`src/rtl/alu_issuer_pkg.sv`:
```
// Shared types and constants for the ALU command issuer.
// Holds the FSM state enum, the multiply command codes, the request bundle and flag indices.
package alu_issuer_pkg;

    localparam int REQ_DW = 8;
    localparam int REQ_CW = 4;

    typedef enum logic [1:0] {
        IDLE,
        WAIT,
        RESP
    } state_t;

    localparam logic [3:0] CMD_MUL_INC = 4'd9;
    localparam logic [3:0] CMD_MUL_SHL = 4'd10;

    // Bit positions inside rsp_flags = {COUT,OFLOW,G,E,L,ERR}
    localparam int FLG_ERR   = 0;
    localparam int FLG_L     = 1;
    localparam int FLG_E     = 2;
    localparam int FLG_G     = 3;
    localparam int FLG_OFLOW = 4;
    localparam int FLG_COUT  = 5;

    typedef struct packed {
        logic [REQ_DW-1:0] opa;
        logic [REQ_DW-1:0] opb;
        logic              cin;
        logic [REQ_CW-1:0] cmd;
        logic              mode;
        logic [1:0]        inp_valid;
    } req_t;

    // Multiplies only exist in arithmetic mode
    function automatic logic is_mul(input logic mode, input logic [3:0] cmd);
        return mode && (cmd == CMD_MUL_INC || cmd == CMD_MUL_SHL);
    endfunction

endpackage

```
`src/rtl/alu_issuer_fifo.sv`:
```
// Synchronous request FIFO of req_t entries for the ALU command issuer.
// Ports: CLK, RST (sync active-low), push/din, pop/dout (head, show-ahead), full, empty.
module alu_issuer_fifo
    import alu_issuer_pkg::*;
#(
    parameter int DEPTH = 4
) (
    input  logic CLK,
    input  logic RST,
    input  logic push,
    input  req_t din,
    input  logic pop,
    output req_t dout,
    output logic full,
    output logic empty
);

    localparam int AW = $clog2(DEPTH);
    localparam logic [AW:0] FULL_CNT = (AW + 1)'(DEPTH);

    req_t            mem [DEPTH];
    logic [AW-1:0]   wr_ptr;
    logic [AW-1:0]   rd_ptr;
    logic [AW:0]     count;
    logic            do_push;
    logic            do_pop;

    assign full    = (count == FULL_CNT);
    assign empty   = (count == '0);
    assign do_push = push && !full;
    assign do_pop  = pop && !empty;
    assign dout    = mem[rd_ptr];

    always_ff @(posedge CLK) begin
        if (!RST) begin
            wr_ptr <= '0;
            rd_ptr <= '0;
            count  <= '0;
        end else begin
            // Pointers are power-of-two wide, so they wrap on their own
            if (do_push) wr_ptr <= wr_ptr + 1'b1;
            if (do_pop)  rd_ptr <= rd_ptr + 1'b1;
            case ({do_push, do_pop})
                2'b10:   count <= count + 1'b1;
                2'b01:   count <= count - 1'b1;
                default: count <= count;
            endcase
        end
    end

    always_ff @(posedge CLK) begin
        if (do_push) mem[wr_ptr] <= din;
    end

endmodule

```
`src/rtl/alu_cmd_issuer.sv`:
```
// Buffers ALU requests, issues them one at a time with per-command latency, returns results.
// Ports: CLK/RST (sync active-low), req_* in, ALU pins out, RES+flags in, rsp_* out, busy.
// Build option ALU_ISSUER_TAG_EN adds rsp_tag, an 8-bit issue sequence number.
module alu_cmd_issuer
    import alu_issuer_pkg::*;
#(
    parameter int DW      = REQ_DW,
    parameter int CW      = REQ_CW,
    parameter int DEPTH   = 4,
    parameter int LAT     = 1,
    parameter int MUL_LAT = 2
) (
    input  logic            CLK,
    input  logic            RST,
    input  logic            req_valid,
    output logic            req_ready,
    input  logic [DW-1:0]   req_opa,
    input  logic [DW-1:0]   req_opb,
    input  logic            req_cin,
    input  logic [CW-1:0]   req_cmd,
    input  logic            req_mode,
    input  logic [1:0]      req_inp_valid,
    output logic [DW-1:0]   OPA,
    output logic [DW-1:0]   OPB,
    output logic            CIN,
    output logic [CW-1:0]   CMD,
    output logic            MODE,
    output logic            CE,
    output logic [1:0]      INP_VALID,
    input  logic [2*DW-1:0] RES,
    input  logic            COUT,
    input  logic            OFLOW,
    input  logic            G,
    input  logic            E,
    input  logic            L,
    input  logic            ERR,
    output logic            rsp_valid,
    input  logic            rsp_ready,
    output logic [2*DW-1:0] rsp_res,
    output logic [5:0]      rsp_flags,
`ifdef ALU_ISSUER_TAG_EN
    output logic [7:0]      rsp_tag,
`endif
    output logic            busy
);

    localparam int LMAX = (LAT > MUL_LAT) ? LAT : MUL_LAT;
    localparam int CNTW = (LMAX < 2) ? 1 : $clog2(LMAX + 1);

    state_t          state;
    state_t          state_nx;
    logic            issue;
    logic            capture;
    logic            rel;
    logic            push;
    logic            fifo_full;
    logic            fifo_empty;
    req_t            req_in;
    req_t            head;
    logic [CNTW-1:0] cnt;
    logic [5:0]      flags_in;

    assign req_in = '{
        opa:       req_opa,
        opb:       req_opb,
        cin:       req_cin,
        cmd:       req_cmd,
        mode:      req_mode,
        inp_valid: req_inp_valid
    };

    assign req_ready = !fifo_full;
    assign push      = req_valid && !fifo_full;
    assign busy      = (state != IDLE) || !fifo_empty;

    alu_issuer_fifo #(
        .DEPTH (DEPTH)
    ) u_fifo (
        .CLK   (CLK),
        .RST   (RST),
        .push  (push),
        .din   (req_in),
        .pop   (issue),
        .dout  (head),
        .full  (fifo_full),
        .empty (fifo_empty)
    );

    always_comb begin
        flags_in            = '0;
        flags_in[FLG_COUT]  = COUT;
        flags_in[FLG_OFLOW] = OFLOW;
        flags_in[FLG_G]     = G;
        flags_in[FLG_E]     = E;
        flags_in[FLG_L]     = L;
        flags_in[FLG_ERR]   = ERR;
    end

    always_ff @(posedge CLK) begin
        if (!RST) state <= IDLE;
        else      state <= state_nx;
    end

    always_comb begin
        state_nx = state;
        issue    = 1'b0;
        capture  = 1'b0;
        rel      = 1'b0;
        unique case (1'b1)
            (state == IDLE): begin
                if (!fifo_empty) begin
                    issue    = 1'b1;
                    state_nx = WAIT;
                end
            end
            (state == WAIT): begin
                if (cnt == '0) begin
                    capture  = 1'b1;
                    state_nx = RESP;
                end
            end
            (state == RESP): begin
                if (rsp_ready) begin
                    rel = 1'b1;
                    // Back-to-back issue avoids an IDLE bubble
                    if (!fifo_empty) begin
                        issue    = 1'b1;
                        state_nx = WAIT;
                    end else begin
                        state_nx = IDLE;
                    end
                end
            end
            default: state_nx = IDLE;
        endcase
    end

    always_ff @(posedge CLK) begin
        if (!RST) begin
            OPA       <= '0;
            OPB       <= '0;
            CIN       <= 1'b0;
            CMD       <= '0;
            MODE      <= 1'b0;
            CE        <= 1'b0;
            INP_VALID <= '0;
            cnt       <= '0;
            rsp_valid <= 1'b0;
            rsp_res   <= '0;
            rsp_flags <= '0;
        end else begin
            if (issue) begin
                OPA       <= head.opa;
                OPB       <= head.opb;
                CIN       <= head.cin;
                CMD       <= head.cmd;
                MODE      <= head.mode;
                INP_VALID <= head.inp_valid;
                CE        <= 1'b1;
                cnt       <= is_mul(head.mode, head.cmd)
                           ? CNTW'(MUL_LAT) : CNTW'(LAT);
            end else if (rel) begin
                OPA       <= '0;
                OPB       <= '0;
                CIN       <= 1'b0;
                CMD       <= '0;
                MODE      <= 1'b0;
                CE        <= 1'b0;
                INP_VALID <= '0;
            end else if (capture) begin
                CE        <= 1'b0;
                INP_VALID <= '0;
            end else if (state == WAIT) begin
                cnt <= cnt - 1'b1;
            end

            if (capture) begin
                rsp_valid <= 1'b1;
                rsp_res   <= RES;
                rsp_flags <= flags_in;
            end else if (rel) begin
                rsp_valid <= 1'b0;
            end
        end
    end

`ifdef ALU_ISSUER_TAG_EN
    logic [7:0] tag_cnt;
    logic [7:0] tag_q;

    always_ff @(posedge CLK) begin
        if (!RST) begin
            tag_cnt <= '0;
            tag_q   <= '0;
            rsp_tag <= '0;
        end else begin
            if (issue) begin
                tag_q   <= tag_cnt;
                tag_cnt <= tag_cnt + 8'd1;
            end
            if (capture) rsp_tag <= tag_q;
        end
    end
`endif

endmodule

```
`config.mk`:
```
export PLATFORM = sky130hd
export DESIGN_NAME = alu_cmd_issuer
export DESIGN_NICKNAME = d
export VERILOG_FILES = /design/src/rtl/alu_issuer_pkg.sv /design/src/rtl/alu_issuer_fifo.sv /design/src/rtl/alu_cmd_issuer.sv
export SDC_FILE = /design/constraint.sdc
export NUM_CORES = 1
export LEC_CHECK = 0
export ABC_CLOCK_PERIOD_IN_PS = 4700
export BUFFER_PORTS_ARGS = -buffer_cell sky130_fd_sc_hd__buf_2
export CAP_MARGIN = 30
export CORE_ASPECT_RATIO = 1.2
export CORE_MARGIN = 2
export CORE_UTILIZATION = 53
export DETAILED_ROUTE_END_ITERATION = 16
export PLACE_DENSITY = 0.81
export SLEW_MARGIN = 30
export SYNTH_ARGS = -nofsm -noshare
export SYNTH_HDL_FRONTEND = slang
export SYNTH_HIERARCHICAL = 1
export SYNTH_SLANG_ARGS = --single-unit
```
`constraint.sdc`:
```
create_clock -name CLK -period 4.7 [get_ports CLK]
set_input_delay 0.47 -clock CLK [delete_from_list [all_inputs] [get_ports CLK]]
set_output_delay 0.47 -clock CLK [all_outputs]
set_load 0.05 [all_outputs]
```
==> summary.md, run 1 <==
| Metric | Value |
|---|---|
| Clk root buf | clkbuf_16 |
| Worst-margin pin slew | 948 ps |
| Overall global routing resource usage | 0.200 |
| Max-capacitance violation count | 0 |
| Multi-input logic area | 1870 sq um |
| Post-Synthesis Cells | about 430 |
| Crit path capture | u_fifo/count[2] |
| Total power draw | 0.00511 W |
| Mapped cell area | 6260 sq um |
| Crit path DAT | 3440 ps |
| Power per cell area | 694 nW/um^2 |
| Cell row count | 43 |
| Initial DRC count | 139 |
| CTS tree | done |
| Startpoint types | flip-flop |
| Nets | a little under 600 |
| Synth warnings | 6 |
| Place WS | 1440 ps |
| Crit-path max FO | 25 |
| RR Startpoint | state[1] |
| Setup TNS | 0 ps |
| Mean area per synthesized cell | around 14 sq um |
| Synth cell types | 46 |
| Worst path required time | 5050 ps |
| Mapped Nets | 491 |
| CP Class | flip-flop to flip-flop |
| Post-detail-place hpwl | 7790 microns |
| Peak VDD IR | 286 uV |
| Tcrit/Tclk final | 0.657 |
| Io pins | 100 |
| EDFF count, synth | 96 |
| Largest net degree at the start of global routing | 52 |
| Register Area | 4110 sq um |
| Critical path endpoint category | flip-flop |
| Initial Utilization | 0.541 |
| Inserted Clock Buffers | 17 |
| HP Class | primary input to flip-flop |
| DIE WIDTH | around 100 microns |
| Vias in the first global route | 3,759 |
| Min Tclk post-route | 3090 ps |
| Slew margin rel. | 0.368 |
| Reg2reg setup slack | between 1500 and 2000 ps |
| DR pass1 iterations | 5 |
| Routability cong. | roughly 0.78 |
| WL/cell | 17.3 microns |
| Hold Buf Count CTS | 0 |
| Vias | 3,743 |
| Area leader, netlist | edfxtp_1 |
| CTS Sinks | 157 |
| Final setup viols | 0 |
| CTS clk-pin slew, worst paths | 60 ps |
| Post-synth ARST share | 0 |
| H-tree depth | 4 |
| Die Span Y | 123 microns |
| Post-DRT Antenna Nets | 0 |
| Post-synth top cells | 96 x edfxtp_1, 61 x dfxtp_1, 54 x nand2_1 |
| ANT cells | 0 |
| Clock buffer depth | 2 |
| Max Clk Rate | 0.324 GHz |
| Share of cells above drive strength 1 | 0.357 |
| Skew final | 7.76 ps |
| Sequential element share of the synthesized area | 0.655 |
| Resized Gates After CTS | 0 |
| Setup Buffers After CTS | 0 |
| Leak pwr | approximately 2.7 nW |
| FILL cells | just over 800 |
| Worst r2r path cells | 10 |
| Share of the synthesized area in the top cell type | 0.460 |
| Setup ws final | 1610 ps |
| DRC violations left | 0 |
| Fin. max-slew vios | 0 |
| Ys flop type | edfxtp_1 |
| Area grow syn2layout | 17.5% |
| FF-to-FF End | u_fifo/count[2] |
| RSZ-0062 raised after global routing | false |
| Die area | approximately 13,000 sq um |
| Vias per cell | between 5 and 6 |
| #FFs+latches synth | between 150 and 200 |
| Synth area leaders | edfxtp_1 46%, dfxtp_1 19%, mux4_2 8.6% |
| Core ar. | 11,600 sq um |
| Status | finished, final reports clean |
| Most frequent cell after synthesis | edfxtp_1 |
| # port buffers | 99 |
| Clk_lat worst skew | between 400 and 500 ps |
| Drt total wl | 12,000 microns |
| First-pass GRT wire length | 18,600 microns |
| Initial antenna violation count | 0 |
| Start point of the critical path | state[1] |
| Congestion Overflow GR | 0 |
| Fin. Hold Viols | 0 |
==> cell families after synthesis <==
logic type / count (synthesis) / synth area share
buf+inv: 45 / 0.0475
flops: 157 / 0.655
mux: 27 / 0.0913
fa+ha+maj: 7 / 0.0152
compound gates: 87 / 0.0987
simple gates: 107 / 0.0865
xor+xnor: 4 / 0.00559
==> per-stage QoR <==
step	std cells	util	area (sq um)	hold WS, ps
global placement	660	0.582	6730	439
finish	692	0.636	7360	267
global route	692	0.636	7360	251
detailed placement	660	0.583	6740	446
floorplan	434	-	6260	456
CTS	692	0.636	7360	252
==> flip-flops by register name, summed over array words and instances, names as in the netlist, 3 cells and up, named ones only <==
| name | cells |
|---|---|
| CMD | 4 |
| OPA | 8 |
| OPB | 8 |
| rsp_flags | 6 |
| rsp_res | 16 |
| u_fifo/count | 3 |
| u_fifo/mem | 96 |
==> critical path, stage by stage, from the launching register on <==
cell      delay, ps
dfxtp_1         410
nand2b_1        710
nand2_1         180
clkinv_1        140
nor2b_1         250
ha_1            240
inv_1            70
fa_1            420
xor2_1          160
or3_1           310
a21boi_1        140
==> routing by layer <==
metal / global-route usage / vias up / routed length, microns
li1: - / 1784 / -
met1: 0.241 / 1792 / 5020
met2: 0.332 / 146 / 5920
met3: 0.0577 / 21 / 776
met4: 0.0913 / 0 / 257
met5: 0 / - / 0
==> area by class of cell <==
cell class | count | share of cell area
Clock inverter | 14 | 0.0263
Tap cell | 157 | 0.0267
Multi-Input combinational cell | 232 | 0.254
Timing Repair Buffer | 103 | 0.0714
Sequential cell | 157 | 0.558
Inverter | 11 | 0.00561
Clock buffer | 18 | 0.0583
==> where the power goes <==
group	leakage, nW	internal [W]	switching (W)	total [W]
clock	0.302	0.000890	0.000530	0.00142
sequential	1.38	0.00176	0.000176	0.00193
combinational	0.974	0.000544	0.00121	0.00176
==> worst min-delay path by stage <==
stage	from	to	slack, ps	cells after the start
floorplan	u_fifo/rd_ptr[1]	flip-flop	460	2
CTS	req_opa[0]	u_fifo/mem[0][16]	250	1
detailed placement	rsp_res[9]	rsp_res[9]	450	2
finish	req_opa[0]	u_fifo/mem[1][16]	270	1
global placement	rsp_res[8]	rsp_res[8]	440	2
global route	req_opa[0]	u_fifo/mem[0][16]	250	1
==> cell usage in the layout, fill, tap and decap left out, types with 2 or more instances in the layout <==
cell type	instances
buf_2	99
nor2b_1	3
dfxtp_2	2
clkinv_2	2
clkinv_4	5
nor2_1	4
nand2b_1	3
ha_1	6
a21oi_1	50
and2_1	2
a21boi_1	2
o21ai_0	5
nand3_1	23
clkinv_1	2
clkbuf_16	17
o311ai_1	3
nand2_1	54
and2_2	4
inv_1	9
o31ai_2	19
mux4_2	24
edfxtp_1	96
dfxtp_1	59
bufinv_16	4
nor3b_2	2
xnor2_1	2
or3_1	2
xor2_1	2
buf_4	4
mux2i_1	2
o31ai_1	3
Note: power is estimated with default switching activity, not from simulation.
==> run 2, diff against run 1 <==
- ABC_AREA: not set -> 1
- ABC_CLOCK_PERIOD_IN_PS: 4700 -> 2650
- CORE_UTILIZATION: 53 -> 51
- PLACE_DENSITY: 0.81 -> 0.82
- clock period: 4.7 -> 2.65 ns (I/O delays scaled with it)
==> run 2 against run 1 <==
Effect of this change: routed wire length up 6.2%; global-route usage down 0.16 points; critical path depth up 7; final cell count up 21%; clock skew down 2.0 ps; total power up 93%; first-iteration DRC count rose to 2.5 times the previous value; non-clock buffer count up 7; clock-buffer cell count unchanged; critical endpoint unchanged; largest power group is now combinational logic.
==> summary.md, run 2 <==
| Metric | Value |
|---|---|
| Largest net degree at the start of global routing | 49 |
| Status | finished, final reports clean |
| Wire length on met2 | around 6300 microns |
| Hold Startpoint | req_cin |
| Post-synth ARST share | 0 |
| WL/cell | 15.2 microns |
| # port buffers | 99 |
| Die Span Y | 126 microns |
| Min Tclk post-route | 2220 ps |
| Most frequent cell after synthesis | edfxtp_1 |
| Post-detail-place hpwl | around 8200 microns |
| Drt total wl | 12,700 microns |
| Resized Gates After CTS | 0 |
| ANT cells | 0 |
| Io pins | 100 |
| Clock buffer depth | 2 |
| Hold depth | 1 |
| H-tree depth | 4 |
| HP Class | primary input to flip-flop |
| Hold Buf Count CTS | 0 |
| Finished Cell Area | 7500 sq um |
| Met3 WL | 810 microns |
| Leak pwr | 2.99 nW |
| CTS tree | done |
| DRC violations left | 0 |
| Mapped Nets | 617 |
| Initial DRC count | 354 |
| Commonest non-fill, non-tap cell in the layout | buf_2 |
| Clk root buf | clkbuf_16 |
| Worst path required time | 2960 ps |
| Setup Buffers After CTS | 0 |
| Hold slack | 61.1 ps |
| Top cell by count, worst path | nand2_1 |
| Congestion Overflow GR | 0 |
| Share of the synthesized area in the top cell type | 0.458 |
| Worst-margin pin slew | approximately 760 ps |
| Post-synth top cells | 96 x edfxtp_1, 87 x nor2_1, 66 x o21ai_0 |
| Overall global routing resource usage | 0.198 |
| Peak VDD IR | 708 uV |
| Synth cell types | 23 |
| Slowest cell on the critical path | fa_1 |
| Max-capacitance violation count | 0 |
| Fin. max-slew vios | 0 |
| CTS Sinks | 157 |
| Area grow syn2layout | 19.2% |
| Ys flop type | edfxtp_1 |
| Initial antenna violation count | 0 |
| Crit path DAT | 2530 ps |
| Crit-path max FO | 6 |
| #FFs+latches synth | 157 |
| Setup ws final | 435 ps |
| Met1 WL | 5330 microns |
| Final setup viols | 0 |
| Vias | roughly 4,400 |
| Hold path endpoint | u_fifo/mem[1][7] |
| Share of cells above drive strength 1 | 0.347 |
| Most frequent cells in the layout | 99 x buf_2, 96 x edfxtp_1, 83 x nor2_1 |
| Vias in the first global route | 4,224 |
| Max reg flops | 96 |
| Setup TNS | 0 ps |
| Place WS | 466 ps |
| Slew margin rel. | 0.490 |
| Cell row count | 44 |
| Top flop regs | u_fifo/mem: 96 flops, rsp_res: 16 flops |
| Cell Area, Placed | approximately 6900 sq um |
| Synth warnings | 6 |
| Clk_lat worst skew | 420 ps |
| FF-to-FF End | u_fifo/count[2] |
| Critical path cell sequence | nor2_2 -> nand2_1 -> inv_1 -> nor2_1 -> nand2_2 -> inv_2 -> nand2_1 -> inv_2 -> ha_1 -> inv_1 -> fa_1 -> inv_1 -> nand2_1 -> nand3_1 -> nand2_1 -> nand2_1 -> nor2_1 |
| Initial Utilization | 0.522 |
| Routability cong. | about 0.74 |
| Worst r2r path cells | 17 |
| DR pass1 iterations | 6 |
| Inserted Clock Buffers | 17 |
| Post-DRT Antenna Nets | 0 |
| EDFF count, synth | 96 |
| Startpoint types | flip-flop |
| Fin. Hold Viols | 0 |
| Nets | 719 |
| Skew final | around 5.8 ps |
| Reg2reg setup slack | around 430 ps |
| CP Class | flip-flop to flip-flop |
| Area leader, netlist | edfxtp_1 |
| Core ar. | 12,100 sq um |
| CTS clk-pin slew, worst paths | 60 ps |
| Total power draw | 0.00987 W |
| DIE WIDTH | ~110 microns |
| Mapped cell area | 6290 sq um |
| Synth area leaders | edfxtp_1 46%, dfxtp_1 19%, o21ai_0 5.2% |
| Post-Synthesis Cells | 560 |
| RR Startpoint | u_fifo/count[1] |
| Power per cell area | about 1300 nW/um^2 |
| Crit path largest cell delay | 450 ps |
| Critical path endpoint category | flip-flop |
| Sequential element share of the synthesized area | 0.652 |
| Die area | 13,200 sq um |
| Reg with most FFs | u_fifo/mem |
| Max Clk Rate | between 0.4 and 0.5 GHz |
| RSZ-0062 raised after global routing | false |
| Tcrit/Tclk final | 0.836 |
| Vias per cell | approximately 5.3 |
| Top layer in use | met4 |
| First-pass GRT wire length | 20,300 microns |
| Mean area per synthesized cell | 11.2 sq um |
==> run 2: changes by cell type after synthesis, sizes merged, moves of 13 or more <==
cell   delta
a21oi    -16
inv      +27
mux4     -24
nand2    +27
nand3    -13
nor2    +104
o21ai    +66
o22ai    +24
o31ai    -22
==> run 2: layout make-up <==
class / instances / area (sq um)
Clock buffer: 18 / 429
Clock inverter: 14 / 166
Fill cell: 869 / 4550
Inverter: 38 / 144
Multi-Input combinational cell: 338 / 1870
Sequential cell: 157 / 4100
Tap cell: 161 / 201
Timing Repair Buffer: 110 / 591
==> run 2: kinds of logic after synthesis <==
family | share of synthesized area
AND/OR/NAND/NOR | 0.140
adder cells (fa/ha/maj) | 0.0151
buffers and inverters | 0.0529
flip-flops | 0.652
AO/OA/AOI/OAI | 0.140
==> run 2: routing by layer <==
metal | up-vias | GRT usage
li1 | 2107 | -
met1 | 2125 | 0.237
met2 | 178 | 0.337
met3 | 26 | 0.0476
met4 | 0 | 0.0941
met5 | - | 0
==> run 2: worst max path at each step <==
stage               slack, ps           endpoint  cells past startpoint            start
finish                    430    u_fifo/count[2]                     17  u_fifo/count[1]
global route              200    u_fifo/count[2]                     16  u_fifo/count[1]
CTS                       440    u_fifo/count[2]                     16  u_fifo/count[1]
detailed placement        470    u_fifo/count[2]                     17  u_fifo/count[1]
global placement          580  u_fifo/mem[1][17]                      7  u_fifo/count[1]
floorplan                 350   u_fifo/mem[0][0]                      6  u_fifo/count[1]
==> run 2: where the power goes <==
part           internal, W  switching (W)
clock network      0.00148       0.000930
registers          0.00319       0.000280
logic              0.00104        0.00295
total              0.00571        0.00416
==> run 2: through the flow <==
stage               cells  utilization
CTS                   836        0.622
global route          836        0.622
finish                836        0.622
global placement      804        0.573
detailed placement    804        0.573
floorplan             560            -
==> run 2: worst max-delay path, delay by kind of cell, from the launching register on <==
| kind | cells | cell delay (ps) |
|---|---|---|
| flops | 1 | 370 |
| simple gates | 10 | 780 |
| fa+ha+maj | 2 | 610 |
| buf+inv | 5 | 360 |
